<file path="config.mk">
export PLATFORM = sky130hd
export DESIGN_NAME = sbox_output_collector
export DESIGN_NICKNAME = d
export VERILOG_FILES = /design/src/rtl/sbox_output_collector.sv
export SDC_FILE = /design/constraint.sdc
export NUM_CORES = 1
export LEC_CHECK = 0
export BUFFER_PORTS_ARGS = -buffer_cell sky130_fd_sc_hd__clkbuf_2
export CAP_MARGIN = 20
export CORE_MARGIN = 5
export CORE_UTILIZATION = 50
export CTS_BUF_LIST = sky130_fd_sc_hd__clkbuf_8
export CTS_CLUSTER_DIAMETER = 120
export DETAILED_ROUTE_END_ITERATION = 8
export GPL_ROUTABILITY_DRIVEN = 1
export PLACE_DENSITY = 0.87
export SETUP_SLACK_MARGIN = 0.5
export SLEW_MARGIN = 20
export SYNTH_ARGS = -nofsm -noshare
export SYNTH_HDL_FRONTEND = slang
export SYNTH_SLANG_ARGS = --single-unit
</file>
<file path="constraint.sdc">
create_clock -name clk -period 3.4 [get_ports clk]
set_clock_uncertainty 0.2 [all_clocks]
set_input_delay 0.51 -clock clk [delete_from_list [all_inputs] [get_ports clk]]
set_output_delay 0.51 -clock clk [all_outputs]
set_load 0.02 [all_outputs]
</file>
<file path="src/rtl/sbox_output_collector.sv">
// Masked AES S-box output stage: per-share linear output map, then packing of four bytes into column words.
// Optional macro SBOX_OUT_REFRESH_EN applies a 2-random mask refresh to each completed column.
module sbox_output_collector #(
  parameter logic [63:0] OUT_MAT = 64'hF87C3E1F8FC7E3F1,
  parameter logic [7:0]  AFF_C   = 8'h63
) (
  input  logic        clk,
  input  logic        rst,
  input  logic        in_valid,
  input  logic        start,
  input  logic [7:0]  y1,
  input  logic [7:0]  y2,
  input  logic [7:0]  y3,
  input  logic [63:0] r_ref,
  output logic        out_valid,
  output logic [31:0] w1,
  output logic [31:0] w2,
  output logic [31:0] w3,
  output logic [1:0]  fill
);

  // Output bit i is the parity of matrix row i masked by the input byte.
  function automatic logic [7:0] lin_map(input logic [7:0] x);
    logic [7:0] r;
    for (int i = 0; i < 8; i++) begin
      r[i] = ^(OUT_MAT[8*i +: 8] & x);
    end
    return r;
  endfunction

  logic [7:0]  a1, a2, a3;
  logic        a_valid, a_start;
  logic [31:0] col1, col2, col3;
  logic [31:0] m1, m2, m3;
  logic [31:0] nw1, nw2, nw3;
  logic [1:0]  slot;
  logic        last;

  // Stage A control. The affine constant enters share 1 only.
  // NOTE: sequential state always uses non-blocking assignments so every flop samples pre-edge values.
  always_ff @(posedge clk) begin
    if (rst) begin
      a_valid <= 1'b0;
      a_start <= 1'b0;
    end else begin
      a_valid <= in_valid;
      a_start <= start & in_valid;
    end
  end

  // NOTE: data-only registers carry no reset; their contents are qualified by a_valid / fill.
  always_ff @(posedge clk) begin
    a1 <= lin_map(y1) ^ AFF_C;
    a2 <= lin_map(y2);
    a3 <= lin_map(y3);
  end

  // Slot selection and byte merge into the partial column of each share.
  // NOTE: every combinational output gets a default first so no latch is inferred.
  always_comb begin
    slot = a_start ? 2'd0 : fill;
    m1   = col1;
    m2   = col2;
    m3   = col3;
    m1[8*slot +: 8] = a1;
    m2[8*slot +: 8] = a2;
    m3[8*slot +: 8] = a3;
    last = a_valid && (slot == 2'd3);
  end

`ifdef SBOX_OUT_REFRESH_EN
  // Share 3 absorbs both randoms so the XOR of the three shares is unchanged.
  assign nw1 = m1 ^ r_ref[31:0];
  assign nw2 = m2 ^ r_ref[63:32];
  assign nw3 = m3 ^ r_ref[31:0] ^ r_ref[63:32];
`else
  logic unused_r_ref;
  assign unused_r_ref = ^r_ref;
  assign nw1 = m1;
  assign nw2 = m2;
  assign nw3 = m3;
`endif

  always_ff @(posedge clk) begin
    if (a_valid) begin
      col1 <= m1;
      col2 <= m2;
      col3 <= m3;
    end
  end

  always_ff @(posedge clk) begin
    if (rst) begin
      out_valid <= 1'b0;
      fill      <= 2'd0;
      w1        <= '0;
      w2        <= '0;
      w3        <= '0;
    end else begin
      out_valid <= last;
      if (a_valid) begin
        fill <= (slot == 2'd3) ? 2'd0 : slot + 2'd1;
      end
      if (last) begin
        w1 <= nw1;
        w2 <= nw2;
        w3 <= nw3;
      end
    end
  end

endmodule

</file>
Yosys cells after proc, flatten, opt, wreduce, memory -nomap -nowiden
Cells that the tools add are included.
Cells by class
  $add $sub $neg: 2
  reduce and logical (&&, ||, !) cells: 25
  equal/unequal tests: 1
  mux-type cells: 5
  shift operators: 4
  bitwise operators: 2
Operator list (count)
  8-bit parity: 24
  8-bit by 34-bit indexed part select with 32-bit output: 3
  32-bit bitwise mux: 3
  5-bit negation with 34-bit output: 1
  8-bit by 34-bit variable shift with 32-bit output, first input constant: 1
  2-bit 2-to-1 mux: 2
  4-bit inverter: 1
  2-bit by 1-bit adder with 2-bit output, second input constant: 1
  2-bit equality test, second input constant: 1
  1-bit AND: 1
  1-bit logical AND: 1
Word-level totals
  bits of input ports: 92
  bits in registers: 221
  word-level logic and storage cells: 52

Longest topological paths before layout
  depth in word-level cells: 4
  gate-level depth with buffers: 9
  gate-level depth less buffers: 6

Least setup slack after synthesis
No wires, ideal clock.
  path kind: reg-to-reg
  from: reg a_valid
  to: reg w2[16]
  data arrival time: 2.994 ns
  path buffers: 2
  stages on the path, launching flop included: 6
  path slack: 0.074 ns
  library setup time: 0.132 ns
  cells stage by stage: dfxtp_1 nand4b_1 buf_2 buf_2 nand2_1 a21oi_1
Between the ends
  longest elaborated chain between the ends: 1
RTL lines
  from (decl): RTL line 32  | logic a_valid, a_start;
  from (signal assigned): RTL line 46  | a_valid <= in_valid;
  1-bit logical AND: RTL line 68  | last = a_valid && (slot == 2'd3);
  to (signal assigned): RTL line 106  | w2 <= nw2;
  to (decl): RTL line 17  | output logic [31:0] w2,
No other way between the ends.
A chain may end at the register's enable or synchronous reset.

Final worst setup path
  from: reg fill[0]
  to: reg col2[22], data pin
Between the ends
  longest elaborated chain between the ends: 4
  elaborated cells on any way between the ends: 5
RTL lines
  from (decl): RTL line 19  | output logic [1:0] fill
  from (signal assigned): RTL line 102  | fill <= (slot == 2'd3) ? 2'd0 : slot + 2'd1;
  2-bit 2-to-1 mux (*): RTL line 61  | slot = a_start ? 2'd0 : fill;
  5-bit negation with 34-bit output (*): RTL line 66  | m2[8*slot +: 8] = a2;
  8-bit by 34-bit indexed part select with 32-bit output or 8-bit by 34-bit variable shift with 32-bit output (tied branches): RTL line 66
  32-bit bitwise mux (*): RTL line 66
  via m2[22]: RTL line 34  | logic [31:0] m1, m2, m3;
  to (signal assigned): RTL line 87  | col2 <= m2;
  to (decl): RTL line 33  | logic [31:0] col1, col2, col3;
Mark *: on every way through the listed nets, which the timed path passes. The rest lies on a longest branch.

==> out/summary.md <==
The flow ran to the end, and the final reports show no timing, DRC or antenna violations. After detailed routing, the average wire length per cell comes to 16.0 µm. Counting instances, the worst hold path has a depth of 2. The peak clock frequency supported by timing was 0.381 GHz. The total of endpoints with negative setup slack in the final report is 0, and the number of synthesized register bits is 197. The mean instance size in the synthesized netlist is 10.1 µm², and the final wirelength is 17,900 µm. Post-CTS repair changed the size of 0 cells. The number of filler cells placed in the layout is 1,389, and the worst-path maximum fanout is 16. The worst setup path is captured at a flip-flop. The sequential cells in the finished layout cover a total of 0.00467 mm².

Ranked by instance count, the synthesized netlist is headed by sky130_fd_sc_hd__nand2_1 (168), sky130_fd_sc_hd__dfxtp_1 (125), sky130_fd_sc_hd__a21oi_1 (73), sky130_fd_sc_hd__edfxtp_1 (72), sky130_fd_sc_hd__nor2b_1 (51). Counting distinct cell types in the post-synthesis netlist gives 31. The number of pins with negative max-slew slack in the final report came out at 0. For the via count of the routed design, the log shows 5,863.

The min-delay analysis places its worst path in the category in2reg. Across the VDD grid, the largest voltage drop is 317 µV. The first-pass iteration count of the detailed router is 4, and the transition time at the pin with the least slew margin is 0.999 ns.

The critical path goes through nor2b_1 -> inv_1 -> ha_1 -> nor4_4 -> buf_12 -> a21o_1. The repair_antennas step left the layout with diodes totalling 0. The count of buffers inserted at the top-level ports is 126. The die is 136 µm wide. Placement row count: 46. In this run the deepest clock path goes through 2 buffers. Counting cells, the worst reg-to-reg path comes to 6. On the worst path, the slowest cell contributes a delay of 0.67 ns. The logs give 0.781 for the global placement routability congestion and 791 for the cell count after synthesis. The finished cells cover 0.00914 mm². Setup slack closes at 0.778 ns. The synthesis warning total was 0. Setup repair after global routing left no endpoint under its margin. The instance count on the critical path works out to 6.

The number of design rule violations left after detail routing came out at 0. In this run, flip-flops and latches consume 57.8% of the power. The most frequently used flop master after synthesis was sky130_fd_sc_hd__dfxtp_1. The run gives 33.7% as the clock share of power.

The largest net degree at the start of global routing was 88; the clock sink total was 197. The area of the core was 0.0158 mm². Summing every instance area after synthesis gives 0.00795 mm². Once the clock tree was built, the setup fixing pass inserted 0 buffers. Global routing consumed, over all layers together, 19.7% of the routing resources.

The run gives 7640 µm as the met1 layer wirelength in the final routing. The top routing layer in use is met4. The I/O pin total was 191; the post-route clock period utilization was 77.1%. The tree is rooted in a sky130_fd_sc_hd__clkbuf_8. The number of buffers and inverters on the critical path is 2. The logs give 5,718 for the via count of the first global-routing pass and 50.4% for the starting density of the core. Of all flip-flops after synthesis, the portion carrying an async set or reset was 0%. For the total power draw, the log shows 0.00480 W. The area fraction of the dominant cell type after synthesis works out to 31.5%.

Summed over all instances, the cell type with the most area after synthesis is sky130_fd_sc_hd__dfxtp_1. TritonCTS built the clock tree. For the total area of multi-input combinational cells, the log shows 0.00299 mm². The die covers 0.0185 mm².

The floorplan step set the die height to 136 µm. Power density of the placed cells: 526 mW/mm². The run gives 3.54 ns as the required arrival time at the worst endpoint.

In the post-synthesis netlist, the biggest area contributors are sky130_fd_sc_hd__dfxtp_1 (31%), sky130_fd_sc_hd__edfxtp_1 (27%), sky130_fd_sc_hd__nand2_1 (7.9%). After clock tree synthesis, the clock-pin slew on the worst setup and hold paths is 0.10 ns. The number of max-cap violations was 0; the net count after synthesis was 886. In this run the cell area measured after placement is 0.00870 mm².

The fraction of power spent switching nets came out at 26.3%. The clock latency on the worst-skew pair came out at 0.46 ns. For the final total negative setup slack, the log shows 0 ns. By instance count, the leading cell after synthesis is sky130_fd_sc_hd__nand2_1. Detailed placement finished with a half-perimeter wire length of 11,600 µm. The critical path is of the reg2reg type.

Wire segments on met3 add up to 1250 µm in the final route. The initial antenna violation count is 0. For this block, the initial DRC count from the detailed router was 378. For this run, the share of the core covered by cells in the final layout is 57.9%.

The synthesis-to-finish area growth was 14.9%; the net load switching power was 0.00126 W. The slowest stage of the critical path belongs to the cell sky130_fd_sc_hd__nor4_4. Number of H-tree levels: 4. The logs give 2.76 ns for the arrival time reported for the critical path endpoint and 0 for the number of routed nets with antenna violations. Combinational logic burns 8.5% of the power. The net count of the finished layout is 983. Measured against its own limit, the worst slew margin works out to 33.4%. The share of the Yosys chip area taken by registers is 58.7%. The count of flip-flops with a built-in enable after synthesis came out at 72.

In the final layout, the share of cells above drive strength 1 is 19.9%. For this run the aggregate overflow at the end of global routing stands at 0. The logs give 8780 µm for the routed length on met2 and 0.00354 W for the internal portion of total power. The run gives 3.63 nW as the leakage power. The worst setup path is launched from a flip-flop.

For the number of hold-slack violations in the final timing report, the log shows 0. The kind of cell with the highest combined delay along the critical path is simple AND/OR/NAND/NOR gates. The number of clock buffers added by TritonCTS is 17. After clock tree synthesis, the flow added hold-fix buffers numbering 0.

The logs give 28,600 µm for the first-pass GRT wire length and 0.719 ns for the worst setup timing slack at the placement stage. The vias per cell came out at 5.25. The minimum clock period after layout works out to 2.62 ns.
[worst register-to-register path: cells and delay by family (launching register included)]
family,cells,cell delay (ns)
buffers and inverters,2,0.34
adder cells (fa/ha/maj),1,0.40
AO/OA/AOI/OAI,1,0.13
AND/OR/NAND/NOR,2,0.95
flip-flops,1,0.48
[per-stage QoR]
step | hold WS [ns] | std cells
2_1_floorplan | 0.283 | 791
3_3_place_gp | 0.243 | 1085
3_5_place_dp | 0.247 | 1085
4_1_cts | 0.0332 | 1117
5_1_grt | 0.0243 | 1117
6_report | 0.0703 | 1117
[placed cells by master, fill, tap and decap left out, types with 26 or more instances in the layout]
master | Yosys | layout
sky130_fd_sc_hd__nand2_1 | 168 | 168
sky130_fd_sc_hd__nor2b_1 | 51 | 50
sky130_fd_sc_hd__nor2_1 | 26 | 26
sky130_fd_sc_hd__edfxtp_1 | 72 | 72
sky130_fd_sc_hd__a21oi_1 | 73 | 73
sky130_fd_sc_hd__xnor2_1 | 32 | 32
sky130_fd_sc_hd__clkbuf_2 | 0 | 125
sky130_fd_sc_hd__a21o_1 | 48 | 48
sky130_fd_sc_hd__dfxtp_1 | 125 | 124
[flip-flops by register name, summed over array words and instances, names as in the netlist]
name / flops
col3: 24
a_start: 1
fill: 2
w2: 32
a_valid: 1
a1: 8
a2: 8
col2: 24
col1: 24
w3: 32
a3: 8
w1: 32
out_valid: 1
[final timing paths]
kind                                      startpoint             endpoint  slack (ns)
worst max register to register  fill[0]$_SDFFE_PP0P_   col2[22]$_DFFE_PP_        0.78
worst min register to register   w2[18]$_SDFFE_PP0P_  w2[18]$_SDFFE_PP0P_        0.26
worst min-delay path                           start   a_start$_SDFF_PP0_        0.07
worst max-delay path            fill[0]$_SDFFE_PP0P_   col2[22]$_DFFE_PP_        0.78
[metal layers]
layer / vias up / track usage [%]
met5: - / 0
met4: 0 / 5.38
met3: 18 / 5.51
met2: 209 / 32.7
met1: 2736 / 25.5
li1: 2900 / -
[cells by family after synthesis]
| logic type | synth area share [%] |
|---|---|
| buffers and inverters | 3.87 |
| adder cells (fa/ha/maj) | 0.472 |
| flip-flops | 58.7 |
| AND/OR/NAND/NOR | 17.7 |
| AO/OA/AOI/OAI | 13.5 |
| XOR/XNOR | 5.84 |
[cell type report]
type                       count  area share, %
timing repair buffer         138           8.32
tap                          216           2.96
multi-input combinational    532           32.7
clock buffer                  18           2.71
sequential                   197           51.1
inverter                       2         0.0821
clock inverter                14           2.12
[power by group through the flow]
stage          Clock (W)  Combinational (W)  Sequential (W)
5_1_grt          0.00176           0.000459         0.00279
6_report         0.00162           0.000409         0.00277
3_5_place_dp           0           0.000408         0.00283
2_1_floorplan          0           0.000301         0.00276
4_1_cts          0.00165           0.000412         0.00277
3_3_place_gp           0           0.000391         0.00282
Power figures use the tool's default switching activity.
